**src/rtl/serial_add_sub_pkg.sv**
```systemverilog
// Shared types and helpers for the bit-serial add/subtract unit.
package serial_add_sub_pkg;

  typedef enum logic [1:0] {
    IDLE = 2'd0,
    RUN  = 2'd1,
    DONE = 2'd2
  } state_t;

  // Bits needed to hold values 0..v-1; used as clog2(WIDTH+1) for the bit counter.
  function automatic int clog2(input int v);
    int r;
    r = 0;
    while ((1 << r) < v) r++;
    return (r < 1) ? 1 : r;
  endfunction

endpackage

```
**src/rtl/serial_add_sub_badd.sv**
```systemverilog
// One-bit full-adder cell.
module bAdd (
  input  logic a,
  input  logic b,
  input  logic ci,
  output logic s,
  output logic co
);

  assign s  = a ^ b ^ ci;
  assign co = (a & b) | (ci & (a ^ b));

endmodule

```
**src/rtl/serial_add_sub.sv**
```systemverilog
// Bit-serial add/subtract, LSB first, one bit per clock through a single full adder.
module serial_add_sub
  import serial_add_sub_pkg::*;
#(
  parameter int WIDTH = 8
) (
  input  logic             clk,
  input  logic             rst,
  input  logic             start,
  input  logic             sub,
  input  logic [WIDTH-1:0] a,
  input  logic [WIDTH-1:0] b,
  output logic             busy,
  output logic             done,
  output logic [WIDTH-1:0] sum,
  output logic             c_out,
  output logic             overflow
);

  localparam int CW = clog2(WIDTH + 1);

  state_t           state_q, state_d;
  logic [WIDTH-1:0] a_sh, b_sh, res_sh, res_nxt;
  logic [CW-1:0]    cnt;
  logic             cy, s_bit, co_bit;
  logic             accept, last;

  assign accept = start && (state_q != RUN);
  assign last   = (state_q == RUN) && (cnt == CW'(WIDTH - 1));
  assign busy   = (state_q == RUN);
  assign done   = (state_q == DONE);

  bAdd u_badd (
    .a  (a_sh[0]),
    .b  (b_sh[0]),
    .ci (cy),
    .s  (s_bit),
    .co (co_bit)
  );

  // New bit enters at the MSB end so the final shift leaves bit 0 at the LSB.
  generate
    if (WIDTH == 1) begin : g_w1
      assign res_nxt = s_bit;
    end else begin : g_wn
      assign res_nxt = {s_bit, res_sh[WIDTH-1:1]};
    end
  endgenerate

  always_comb begin
    state_d = state_q;
    case (state_q)
      IDLE:    if (start) state_d = RUN;
      RUN:     if (last)  state_d = DONE;
      DONE:    state_d = start ? RUN : IDLE;
      default: state_d = IDLE;
    endcase
  end

  always_ff @(posedge clk) begin
    if (rst) state_q <= IDLE;
    else     state_q <= state_d;
  end

  // Working shift registers are private; sum/c_out/overflow load only when entering DONE.
  always_ff @(posedge clk) begin
    if (rst) begin
      a_sh     <= '0;
      b_sh     <= '0;
      res_sh   <= '0;
      cy       <= 1'b0;
      cnt      <= '0;
      sum      <= '0;
      c_out    <= 1'b0;
      overflow <= 1'b0;
    end else if (accept) begin
      a_sh <= a;
      b_sh <= b ^ {WIDTH{sub}};
      cy   <= sub;
      cnt  <= '0;
    end else if (state_q == RUN) begin
      a_sh   <= a_sh >> 1;
      b_sh   <= b_sh >> 1;
      res_sh <= res_nxt;
      cy     <= co_bit;
      cnt    <= cnt + 1'b1;
      if (last) begin
        sum      <= res_nxt;
        c_out    <= co_bit;
        overflow <= cy ^ co_bit;
      end
    end
  end

endmodule

```
**config.mk**
```make
export PLATFORM = sky130hd
export DESIGN_NAME = serial_add_sub
export DESIGN_NICKNAME = d
export VERILOG_FILES = /design/src/rtl/serial_add_sub_pkg.sv /design/src/rtl/serial_add_sub_badd.sv /design/src/rtl/serial_add_sub.sv
export SDC_FILE = /design/constraint.sdc
export NUM_CORES = 1
export LEC_CHECK = 0
export CAP_MARGIN = 5
export CELL_PAD_IN_SITES_DETAIL_PLACEMENT = 0
export CELL_PAD_IN_SITES_GLOBAL_PLACEMENT = 2
export CORE_MARGIN = 2
export CORE_UTILIZATION = 33
export DETAILED_ROUTE_END_ITERATION = 10
export HOLD_SLACK_MARGIN = 0.1
export MAX_ROUTING_LAYER = met4
export PLACE_DENSITY = 0.82
export SYNTH_ARGS = -nofsm -noshare
export SYNTH_HDL_FRONTEND = slang
export SYNTH_SLANG_ARGS = --single-unit
```
**constraint.sdc**
```tcl
create_clock -name clk -period 2.32 [get_ports clk]
set_clock_uncertainty 0.1 [all_clocks]
set_input_delay 0.464 -clock clk [delete_from_list [all_inputs] [get_ports clk]]
set_output_delay 0.464 -clock clk [all_outputs]
set_load 0.05 [all_outputs]
```
Word level (Yosys, flattened, before mapping)
Index checks and enable logic that the tools add are counted.

Bits in registers: 41. Bits in latches: 0. RAM bits: 0. Memory bits (read-only): 0. Input port bits: 20. Logic and storage cells: 42. Memories kept: 0.

Add/sub/neg operators: 1. $mul: 0. Div/mod/pow operators: 0. Order comparisons: 0. Equal/unequal tests: 6. Shift-type cells: 0. Muxes and demuxes: 10. Bitwise gates (word level): 8. Reductions and logical operators: 8.

Operators by type and width (count): $mux W8 (4); $xor A8 B8 Y8 (1); $pmux W2 S3 (1); $add A4 B1 Y4 const B (1); $eq A4 B3 Y1 const B (1); $mux W2 (2); $ne A2 B1 Y1 const B (2); $reduce_and A2 Y1 (2); $mux W1 (3); $reduce_and A3 Y1 (1); $xor A1 B1 Y1 (3); $and A1 B1 Y1 (2); $eq A2 B1 Y1 const B (1); $eq A2 B2 Y1 const B (1); $logic_and A1 B1 Y1 (2); $logic_not A2 Y1 (1); $ne A2 B2 Y1 const B (1); $reduce_bool A2 Y1 (1); $reduce_or A2 Y1 (1); $not A1 Y1 (1); $or A1 B1 Y1 (1).

Depth between registers and ports, before layout
Gate-level depths: netlist of the first run.

Depth after elaboration: 5. Gate-level depth with buffers: 6.

Modules after synthesis
Synthesis of the first run repeated with hierarchy kept, for this count alone.

Cell total of the unflattened synthesis: 198. Area total of the unflattened synthesis: 1759.2 um2.

Modules (own cells, without submodules): serial_add_sub (times used 1, cells each 197, area an instance 1739.2 um2, seq. area each 800.8 um2); bAdd (times used 1, cells each 1, area an instance 20.0 um2, seq. area each 0.0 um2).

Worst setup path before layout of the first run
OpenSTA, ideal clock, no wires.

Path type: reg-to-output. Start: register state_q[0]. End: output port busy. Data arrival time: 0.868 ns. Setup slack: 0.888 ns. Stages on the path, launching flop included: 5. Cells stage by stage: dfxtp_1 > nand2b_4 > inv_2 > buf_4 > buf_4.

Cells in the longest elaborated chain, start to end: 1.

Ends and longest elaborated chain: start: declaration (RTL line serial_add_sub.sv:22) `state_t state_q, state_d;`; start signal: assignment (RTL line serial_add_sub.sv:62) `else state_q <= state_d;`; $eq A2 B1 Y1 (RTL line serial_add_sub.sv:30) `assign busy = (state_q == RUN);`; end: declaration (RTL line serial_add_sub.sv:13) `output logic busy,`.

No other way between the ends.

Final worst setup path of the first run
Start: register state_q[0]. End: output port done.

Cells in the longest elaborated chain, start to end: 1.

Ends and longest elaborated chain: $eq A2 B2 Y1 (RTL line serial_add_sub.sv:31) `assign done = (state_q == DONE);`; end: declaration (RTL line serial_add_sub.sv:14) `output logic done,`.

No other way between the ends.

==> metrics.md, run 1 <==
| Metric | Value |
|---|---|
| Setup tns final | 0 ns |
| Net Switching | 0.3571 mW |
| Ys async rst share | 0% |
| Die H | 77.01 µm |
| Row count | 26 |
| Seq cells post-synth | 40 |
| Inserted Clock Buffers | 5 |
| CP arrival | 1.63 ns |
| Buffers on Ports | 31 |
| N_diodes | 0 |
| Critical Path End Type | output pin |
| GRT Overall Usage | 14.45% |
| Hold buffer count at CTS | 0 |
| CTS tree | done |
| Internal | 1.065 mW |
| Clock power share | 33.5% |
| Final Hold Vio Count | 0 |
| Max incr delay on CP | 0.79 ns |
| Total Nets Final | 246 |
| RD Place Congestion | 0.6533 |
| Peak supply drop | 0.2609 mV |
| Final Cell Area | 2213 µm² |
| Startpoint types | flop |
| Slowest CP cell | clkdlybuf4s50_1 |
| Clk Latency, worst-skew pair | 0.29 ns |
| Worst-path cell chain | and2b_1, clkdlybuf4s50_1 |
| Final worst path period need | 2.189 ns |
| Seq/Total Area, Yosys | 45.52% |
| Worst-margin pin slew | 0.5121 ns |
| Global-route wire length before repair | 6589 µm |
| H-tree depth | 2 |
| Max Fanout on Critical Path | 3 |
| Status | finished, final reports clean |
| Starting density of the core | 34.23% |
| Final wirelength | 3712 µm |
| CTS Root Cell | clkbuf_8 |
| FILL cells | 562 |
| Area growth from synthesis to layout | 25.82% |
| Gate power share | 14.5% |
| Fmax | 456.8 MHz |
| Max Buffers Root-to-Sink | 2 |
| Clock sink total | 40 |
| Placed cells | 287 |
| Slew HR | 65.76% |
| Placed inst area | 2123 µm² |
| Via Count | 1411 |
| Initial antenna violation count | 0 |
| Worst setup path start | state_q[0]$_SDFFE_PP0P_ |
| Cell Area, Synth | 1759 µm² |
| Synth Flop Type | dfxtp_1 |
| Drt drc | 0 |
| RSZ-0062 raised after global routing | no |
| Non-Filler Instances | 295 |
| Flop pwr share | 52.0% |
| Total grt overflow | 0 |
| Setup bufs post-CTS | 0 |
| Post-synth EDFFs | 0 |
| CORE AREA | 5140 µm² |
| Synth cell types | 31 |
| HP Class | reg -> reg |
| Largest net degree at the start of global routing | 41 |
| Vias in the first global route | 1421 |
| Max-cap viol count | 0 |
| Leading area contributor after synthesis | dfxtp_1 |
| Syn_nets | 220 |
| Final Setup Violations | 0 |
| Top cells by area, synth | dfxtp_1, a21oi_1, mux2i_1, nand2_1, xnor2_1 |
| Power, Total | 1.422 mW |
| PostCTS Resize Cnt | 0 |
| CP required | 1.76 ns |
| Area share of the largest cell type after synthesis | 45.52% |
| WS Path Type | reg -> out |
| Vias per cell | 4.783 |
| Leak | 0.7998 nW |
| RR Startpoint | state_q[0]$_SDFFE_PP0P_ |
| Cells after Synth | 198 |
| TritonRoute pass-1 iters | 4 |
| Ports | 32 |
| Pwr Density | 642.6 nW/µm² |
| Die area | 5931 µm² |
| Yosys synthesis warning count | 0 |
| Die Wd | 77.01 µm |
| Crit share post-route | 94.36% |
| Final slew viol count | 0 |
| Launch point of the worst hold path | b_sh[5]$_SDFFE_PP0P_ |
| Average cell area after synthesis | 8.885 µm² |
| Avg WL per Cell | 12.58 µm |
| Worst-path clk slew | 0.07 ns |
| Switching portion of total power | 25.11% |
| Share of layout cells above drive strength 1 | 7.556% |
| Number of routed nets with antenna violations | 0 |
| Post-DP HPWL | 2362 µm |
| DR iter-0 viols | 65 |
==> power groups by stage <==
stage	combinational (mW)	clock (mW)	sequential (mW)
floorplan	0.146	0	0.750
global placement	0.211	0	0.755
detailed placement	0.210	0	0.755
CTS	0.210	0.495	0.739
global route	0.233	0.515	0.744
finish	0.207	0.477	0.739
==> metrics by stage <==
stage | utilization, % | hold WS [ns] | setup slack, ns
after global routing | 43.06 | 0.3714 | 0.08557
after global placement | 41.31 | 0.3438 | 0.4589
after detailed placement | 41.31 | 0.3463 | 0.4444
final | 43.06 | 0.3527 | 0.1308
after floorplan | - | 0.3322 | 0.8880
after CTS | 43.06 | 0.3582 | 0.1156
==> metal layers <==
| metal | vias to the layer above | global-route usage (%) | wire length (µm) |
|---|---|---|---|
| met5 | - | - | 0 |
| met3 | 7 | 3.882 | 134 |
| met2 | 19 | 22.54 | 1719 |
| met1 | 645 | 17.79 | 1798 |
| li1 | 740 | - | - |
| met4 | 0 | 5.893 | 60 |
==> area by class of cell <==
type	count	area, µm²	area share [%]
Multi-Input combinational cell	138	837.1	37.82
Clock buffer	8	90.09	4.070
Timing Repair Buffer	37	390.4	17.64
Tap cell	70	87.58	3.957
Inverter	2	7.507	0.3392
Sequential cell	40	800.8	36.18
==> synth_stat cells, types with 2 or more instances <==
library cell  number
a211o_1            7
buf_4              4
buf_2              7
nor3_1             2
clkbuf_1           3
a21oi_1           27
o21ai_0            9
nand2_1           22
xnor2_1            9
mux2i_1            9
dfxtp_1           40
nand3_1           14
buf_6              3
a211oi_1           9
nor2_1            17
==> worst paths after layout <==
path	endpoint	slack, ns	depth (start not counted)
max	done	0.13	2
min	b_sh[4]$_SDFFE_PP0P_	0.35	2
max reg2reg	overflow$_SDFFE_PP0P_	0.66	5
min reg2reg	b_sh[4]$_SDFFE_PP0P_	0.35	2
==> critical path: cells and delay by family (launching register included) <==
kind	cells	cell delay [ns]
flip-flops	1	0.35
AND/OR/NAND/NOR	1	0.20
buffers and inverters	1	0.79
==> layout by cell type, fill, tap and decap left out, types with 2 or more instances in the layout <==
cell type / Yosys / routed
xnor2_1: 9 / 9
nor2_1: 17 / 17
dfxtp_1: 40 / 40
nor3_1: 2 / 2
a21oi_1: 27 / 27
a211o_1: 7 / 7
o21ai_0: 9 / 9
clkdlybuf4s50_1: 0 / 30
clkbuf_8: 0 / 6
a211oi_1: 9 / 9
mux2i_1: 9 / 9
nand3_1: 14 / 14
nand2_1: 22 / 22
buf_12: 0 / 3
clkbuf_1: 3 / 2
buf_4: 4 / 4
==> state kept, by name (all words and copies together) (netlist names) <==
register  cells
c_out         1
a_sh          8
res_sh        7
sum           8
b_sh          8
cnt           4
cy            1
overflow      1
state_q       2
==> kinds of logic after synthesis <==
kind of cell             after synthesis  synth area share (%)
AO/OA/AOI/OAI                         56                 19.77
adder cells (fa/ha/maj)                2                 1.849
multiplexers                          10                 5.761
AND/OR/NAND/NOR                       61                 15.72
flip-flops                            40                 45.52
buffers and inverters                 20                 6.898
XOR/XNOR                               9                 4.481
Note: power is estimated with default switching activity, not from simulation.
==> run 2: changes to the inputs <==
--- a/config.mk
+++ b/config.mk
@@ -14,6 +14,7 @@
 export HOLD_SLACK_MARGIN = 0.1
 export MAX_ROUTING_LAYER = met4
 export PLACE_DENSITY = 0.82
+export SETUP_SLACK_MARGIN = 0.05
 export SYNTH_ARGS = -nofsm -noshare
 export SYNTH_HDL_FRONTEND = slang
 export SYNTH_SLANG_ARGS = --single-unit
==> constraint.sdc (replaced) <==
create_clock -name clk -period 2.7 [get_ports clk]
set_clock_uncertainty 0.1 [all_clocks]
set_input_delay 0.54 -clock clk [delete_from_list [all_inputs] [get_ports clk]]
set_output_delay 0.54 -clock clk [all_outputs]
set_load 0.05 [all_outputs]
==> metrics.md, run 2 (synthesis gave the netlist of run 1 again) <==
| Metric | Value |
|---|---|
| Status | finished, final reports clean |
| Crit path buf inv count | 1 (unchanged) |
| Via Count | 1423 (+0.85%) |
| Die H | 77.01 µm (unchanged) |
| Dpl ws | 0.6317 ns (+0.1873 ns) |
| CTS tree | done |
| Clock sink total | 40 (unchanged) |
| RSZ-0062 raised after global routing | no |
| Final Hold Vio Count | 0 (unchanged) |
| N_diodes | 0 (unchanged) |
| Final slew viol count | 0 (unchanged) |
| Largest net degree at the start of global routing | 41 (unchanged) |
| Pwr Density | 556.7 nW/µm² (-13%) |
| Max incr delay on CP | 0.79 ns (about the same) |
| Area growth from synthesis to layout | 23.26% |
| Final Cell Area | 2168 µm² (-2.0%) |
| Switching portion of total power | 25.23% (+0.12 points) |
| Gate power share | 13.9% (-0.6 points) |
| CP required | 2.06 ns (+0.30 ns) |
| WS Path Type | reg -> out |
| Post-DP HPWL | 2185 µm (-7.5%) |
| Setup tns final | 0 ns (unchanged) |
| Clock power share | 33.5% (about the same) |
| Crit share post-route | 83.50% |
| Final WS setup | 0.4456 ns (+0.3148 ns) |
| Die Wd | 77.01 µm (unchanged) |
| DR iter-0 viols | 85 (+31%) |
| Critical Path End Type | output pin |
| Largest regs | a_sh: 8 flops, b_sh: 8 flops, sum: 8 flops |
| Total Nets Final | 243 (-1.2%) |
| Setup bufs post-CTS | 0 (unchanged) |
| Most common cell after layout, fill and taps aside | dfxtp_1 |
| Reg2reg setup slack | 0.82 ns (+0.16 ns) |
| Fin util | 42.19% (-0.88 points) |
| Die area | 5931 µm² (unchanged) |
| HP Class | reg -> reg |
| CTS Root Cell | clkbuf_8 |
| Inserted Clock Buffers | 5 (unchanged) |
| Top delay family on crit path | buffers and inverters |
| Worst setup path start | state_q[0]$_SDFFE_PP0P_ |
| Final Setup Violations | 0 (unchanged) |
| GRT Overall Usage | 13.76% (-0.69 points) |
| Worst-path clk slew | 0.07 ns (about the same) |
| WHS | 0.3531 ns (+0.0004400 ns) |
| Number of routed nets with antenna violations | 0 (unchanged) |
| Startpoint types | flop |
| Worst R2R Path Depth | 5 (unchanged) |
| Net Switching | 0.3046 mW (-15%) |
| Final wirelength | 3567 µm (-3.9%) |
| Hold buffer count at CTS | 0 (unchanged) |
| H-tree depth | 2 (unchanged) |
| Slew HR | 65.64% (-0.12 points) |
| Worst flop-to-flop path endpoint | cnt[2]$_SDFFE_PP0N_ |
| Drt drc | 0 (unchanged) |
| Starting density of the core | 34.23% (unchanged) |
| Vias per cell | 4.873 (+1.9%) |
| Worst-path cell chain | and2b_1, clkdlybuf4s50_1 |
| Worst-margin pin slew | 0.5138 ns (+0.001744 ns) |
| Flop pwr share | 52.6% (+0.6 points) |
| Fmax | 443.6 MHz |
| Launch point of the worst hold path | b_sh[1]$_SDFFE_PP0P_ |
| Vias in the first global route | 1392 (-2.0%) |
| Global-route wire length before repair | 6341 µm (-3.8%) |
| Total grt overflow | 0 (unchanged) |
| TritonRoute pass-1 iters | 4 (unchanged) |
| Min-Delay Path Depth | 2 (unchanged) |
| PostCTS Resize Cnt | 0 (unchanged) |
| Hold EP | b_sh[0]$_SDFFE_PP0P_ |
| Peak supply drop | 0.2625 mV (+0.61%) |
| Buffers on Ports | 31 (unchanged) |
| Row count | 26 (unchanged) |
| Most frequent cells in the layout | dfxtp_1, clkdlybuf4s50_1, a21oi_1 |
| Final worst path period need | 2.254 ns |
| RD Place Congestion | 0.6668 (+2.1%) |
| Max Buffers Root-to-Sink | 2 (unchanged) |
| Ports | 32 (unchanged) |
| Initial antenna violation count | 0 (unchanged) |
| Slowest CP cell | clkdlybuf4s50_1 |
| CP arrival | 1.61 ns (-0.02 ns) |
| Max Fanout on Critical Path | 3 (unchanged) |
| Placed inst area | 2076 µm² (-2.2%) |
| RR Startpoint | state_q[0]$_SDFFE_PP0P_ |
| Clk Latency, worst-skew pair | 0.29 ns (about the same) |
| Internal | 0.9025 mW (-15%) |
| Max-cap viol count | 0 (unchanged) |
| Share of layout cells above drive strength 1 | 7.207% (-0.35 points) |
| Avg WL per Cell | 12.22 µm (-2.9%) |
| Leak | 0.7816 nW (-2.3%) |
| CORE AREA | 5140 µm² (unchanged) |
## run 2: cell count changes in the layout (fill, tap and decap cells not counted)
cell / previous run / this run
buf_4: 4 / 3
clkinv_2: 0 / 2
buf_12: 3 / 1
clkbuf_1: 2 / 0
## run 2: how the worst max path moves through the flow
| stage | end | slack (ns) | cells after the start |
|---|---|---|---|
| 2_1_floorplan | busy | 1.19 | 4 |
| 3_3_place_gp | b_sh[1]$_SDFFE_PP0P_ | 0.64 | 4 |
| 3_5_place_dp | b_sh[6]$_SDFFE_PP0P_ | 0.63 | 4 |
| 4_1_cts | done | 0.42 | 2 |
| 5_1_grt | done | 0.37 | 2 |
| 6_report | done | 0.45 | 2 |
## run 2: power groups by stage
stage	Combinational, mW	Sequential [mW]	Clock [mW]
5_1_grt	0.187	0.639	0.447
3_5_place_dp	0.169	0.649	0
4_1_cts	0.170	0.635	0.424
3_3_place_gp	0.170	0.649	0
6_report	0.167	0.635	0.405
2_1_floorplan	0.126	0.644	0
## run 2: metrics by stage
stage | power (mW) | std cells
finish | 1.207 | 292
global route | 1.273 | 292
CTS | 1.229 | 292
detailed placement | 0.8181 | 284
global placement | 0.8191 | 284
floorplan | 0.7701 | 198
## run 2: metal layers
layer  up-vias  part of all wire [%]  track usage, %
met5         -                     0               -
met2        25                    46           21.05
li1        733                     -               -
met3         4                   4.4           4.941
met4         0                  0.81           5.000
met1       661                    48           16.76
## run 2: worst min-delay path: stages, from the launching register on
cell,delay (ns)
dfxtp_1,0.31
nand2_1,0.05
a21oi_1,0.05
## run 2: cell type report
type | count | area, µm²
Fill cell | 553 | 2972
Clock inverter | 2 | 10.01
Timing Repair Buffer | 34 | 342.8
Inverter | 2 | 7.507
Clock buffer | 6 | 82.58
Tap cell | 70 | 87.58
Multi-Input combinational cell | 138 | 837.1
Sequential cell | 40 | 800.8
==> run 3: changes to the inputs <==
--- a/config.mk
+++ b/config.mk
@@ -9,11 +9,11 @@
 export CELL_PAD_IN_SITES_DETAIL_PLACEMENT = 0
 export CELL_PAD_IN_SITES_GLOBAL_PLACEMENT = 2
 export CORE_MARGIN = 2
-export CORE_UTILIZATION = 33
+export CORE_UTILIZATION = 31
 export DETAILED_ROUTE_END_ITERATION = 10
 export HOLD_SLACK_MARGIN = 0.1
 export MAX_ROUTING_LAYER = met4
-export PLACE_DENSITY = 0.82
+export PLACE_DENSITY = 0.77
 export SETUP_SLACK_MARGIN = 0.05
 export SYNTH_ARGS = -nofsm -noshare
 export SYNTH_HDL_FRONTEND = slang
==> constraint.sdc (replaced) <==
create_clock -name clk -period 2.1 [get_ports clk]
set_clock_uncertainty 0.1 [all_clocks]
set_input_delay 0.42 -clock clk [delete_from_list [all_inputs] [get_ports clk]]
set_output_delay 0.42 -clock clk [all_outputs]
set_load 0.05 [all_outputs]
==> metrics.md, run 3 (synthesis gave the netlist of run 1 again) <==
| Metric | Value |
|---|---|
| Status | finished, final reports clean |
| Fin util | 40.20% (-2.0 points) |
| Inserted Clock Buffers | 5 (unchanged) |
| N_diodes | 0 (unchanged) |
| WS Path Type | reg -> out |
| PostCTS Resize Cnt | 0 (unchanged) |
| Vias per cell | 4.788 (-1.8%) |
| Initial antenna violation count | 0 (unchanged) |
| Ports | 32 (unchanged) |
| Final Hold Vio Count | 0 (unchanged) |
| Final slew viol count | 0 (unchanged) |
| HP Class | reg -> reg |
| TritonRoute pass-1 iters | 4 (unchanged) |
| Number of routed nets with antenna violations | 0 (unchanged) |
| Hold buffer count at CTS | 0 (unchanged) |
| Max Fanout on Critical Path | 2 (-1) |
| Row count | 27 (+3.8%) |
| Share of layout cells above drive strength 1 | 8.000% (+0.79 points) |
| Top delay family on crit path | buffers and inverters |
| RD Place Congestion | 0.6468 (-3.0%) |
| Final Cell Area | 2213 µm² (+2.1%) |
| Critical Path End Type | output pin |
| Final Setup Violations | 0 (unchanged) |
| Crit share post-route | 94.02% |
| Dpl ws | 0.3478 ns (-0.2839 ns) |
| Placed inst area | 2123 µm² (+2.3%) |
| Setup bufs post-CTS | 0 (unchanged) |
| Starting density of the core | 31.95% (-2.3 points) |
| Most common cell after layout, fill and taps aside | dfxtp_1 |
| Via Count | 1422 (-0.070%) |
| Pwr Density | 710.0 nW/µm² (+28%) |
| Die Wd | 79.33 µm (+3.0%) |
| Fmax | 506.5 MHz |
| FF+latch area | 800.8 µm² (unchanged) |
| RSZ-0062 raised after global routing | no |
| H-tree depth | 2 (unchanged) |
| Multi-input gate area | 837.1 µm² (unchanged) |
| Worst-path clk slew | 0.08 ns (about the same) |
| Max Buffers Root-to-Sink | 2 (unchanged) |
| Total Nets Final | 246 (+1.2%) |
| Worst-margin pin slew | 0.5003 ns (-0.01347 ns) |
| Max-cap viol count | 0 (unchanged) |
| Slew HR | 66.54% (+0.90 points) |
| Internal | 1.177 mW (+30%) |
| Die H | 79.33 µm (+3.0%) |
| Peak supply drop | 0.4085 mV (+56%) |
| Max incr delay on CP | 0.81 ns (+0.02 ns) |
| Net Switching | 0.3947 mW (+30%) |
| Buffers on Ports | 31 (unchanged) |
| GRT Overall Usage | 13.65% (-0.11 points) |
| Slowest CP cell | clkdlybuf4s50_1 |
| Final worst path period need | 1.974 ns |
| Non-Filler Instances | 297 (+1.7%) |
| CORE AREA | 5507 µm² (+7.1%) |
| Clock power share | 33.4% (about the same) |
| CP required | 1.58 ns (-0.48 ns) |
| Vias in the first global route | 1389 (-0.22%) |
| CTS tree | done |
| Largest regs | a_sh: 8 flops, b_sh: 8 flops, sum: 8 flops |
| Final WS setup | 0.1256 ns (-0.3200 ns) |
| Startpoint types | flop |
| Clock sink total | 40 (unchanged) |
| Clk Latency, worst-skew pair | 0.29 ns (about the same) |
| Gate power share | 14.6% (+0.7 points) |
| Post-DP HPWL | 2348 µm (+7.4%) |
| Setup tns final | 0 ns (unchanged) |
| Crit path buf inv count | 1 (unchanged) |
| WHS | 0.3529 ns (-0.0002090 ns) |
| FILL cells | 582 (+5.2%) |
| Largest net degree at the start of global routing | 41 (unchanged) |
| Switching portion of total power | 25.12% (-0.12 points) |
| Total grt overflow | 0 (unchanged) |
| Power, Total | 1.572 mW (+30%) |
| Area growth from synthesis to layout | 25.82% |
| Final wirelength | 3706 µm (+3.9%) |
| Most frequent cells in the layout | dfxtp_1, clkdlybuf4s50_1, a21oi_1 |
| Die area | 6293 µm² (+6.1%) |
| Placed cells | 289 (+1.8%) |
| Worst-path cell chain | clkdlybuf4s50_1 |
| Drt drc | 0 (unchanged) |
| Global-route wire length before repair | 6630 µm (+4.6%) |
| CTS Root Cell | clkbuf_8 |
| Avg WL per Cell | 12.48 µm (+2.1%) |
| Flop pwr share | 52.0% (-0.6 points) |
| Leak | 0.8018 nW (+2.6%) |
| DR iter-0 viols | 134 (+58%) |
| CP arrival | 1.45 ns (-0.16 ns) |
-- run 3: layout make-up --
type | count | area share, %
clock buffer | 8 | 4.070
timing repair buffer | 37 | 17.52
multi-input combinational | 138 | 37.82
inverter | 2 | 0.3392
tap | 72 | 4.070
sequential | 40 | 36.18
-- run 3: path summary, 6_finish.rpt --
path | startpoint | end | slack, ns | cells after the start
max | overflow$_SDFFE_PP0P_ | overflow | 0.13 | 1
min | b_sh[7]$_SDFFE_PP0P_ | b_sh[6]$_SDFFE_PP0P_ | 0.35 | 2
max reg2reg | state_q[1]$_SDFFE_PP0P_ | cnt[2]$_SDFFE_PP0N_ | 0.47 | 4
min reg2reg | b_sh[7]$_SDFFE_PP0P_ | b_sh[6]$_SDFFE_PP0P_ | 0.35 | 2
-- run 3: power by group through the flow --
stage / Combinational, mW / Sequential [mW] / Clock (mW)
global route: 0.257 / 0.822 / 0.582
detailed placement: 0.232 / 0.835 / 0
floorplan: 0.162 / 0.829 / 0
global placement: 0.231 / 0.834 / 0
finish: 0.229 / 0.817 / 0.525
CTS: 0.233 / 0.817 / 0.549
-- run 3: metal layers --
metal | share of wire [%] | global-route usage [%] | wire [µm]
met1 | 53 | 18.81 | 1951
met2 | 43 | 19.75 | 1584
met3 | 3.0 | 3.068 | 113
met4 | 1.5 | 4.655 | 56
met5 | 0 | - | 0
-- run 3: worst register-to-register path: cells and delay by family (launching register included) --
kind                   cells  cell delay (ns)
muxes                      1             0.36
DFF                        1             0.33
buffers and inverters      1             0.29
and+or+nand+nor            1             0.25
AOI/OAI and AO/OA          1             0.23
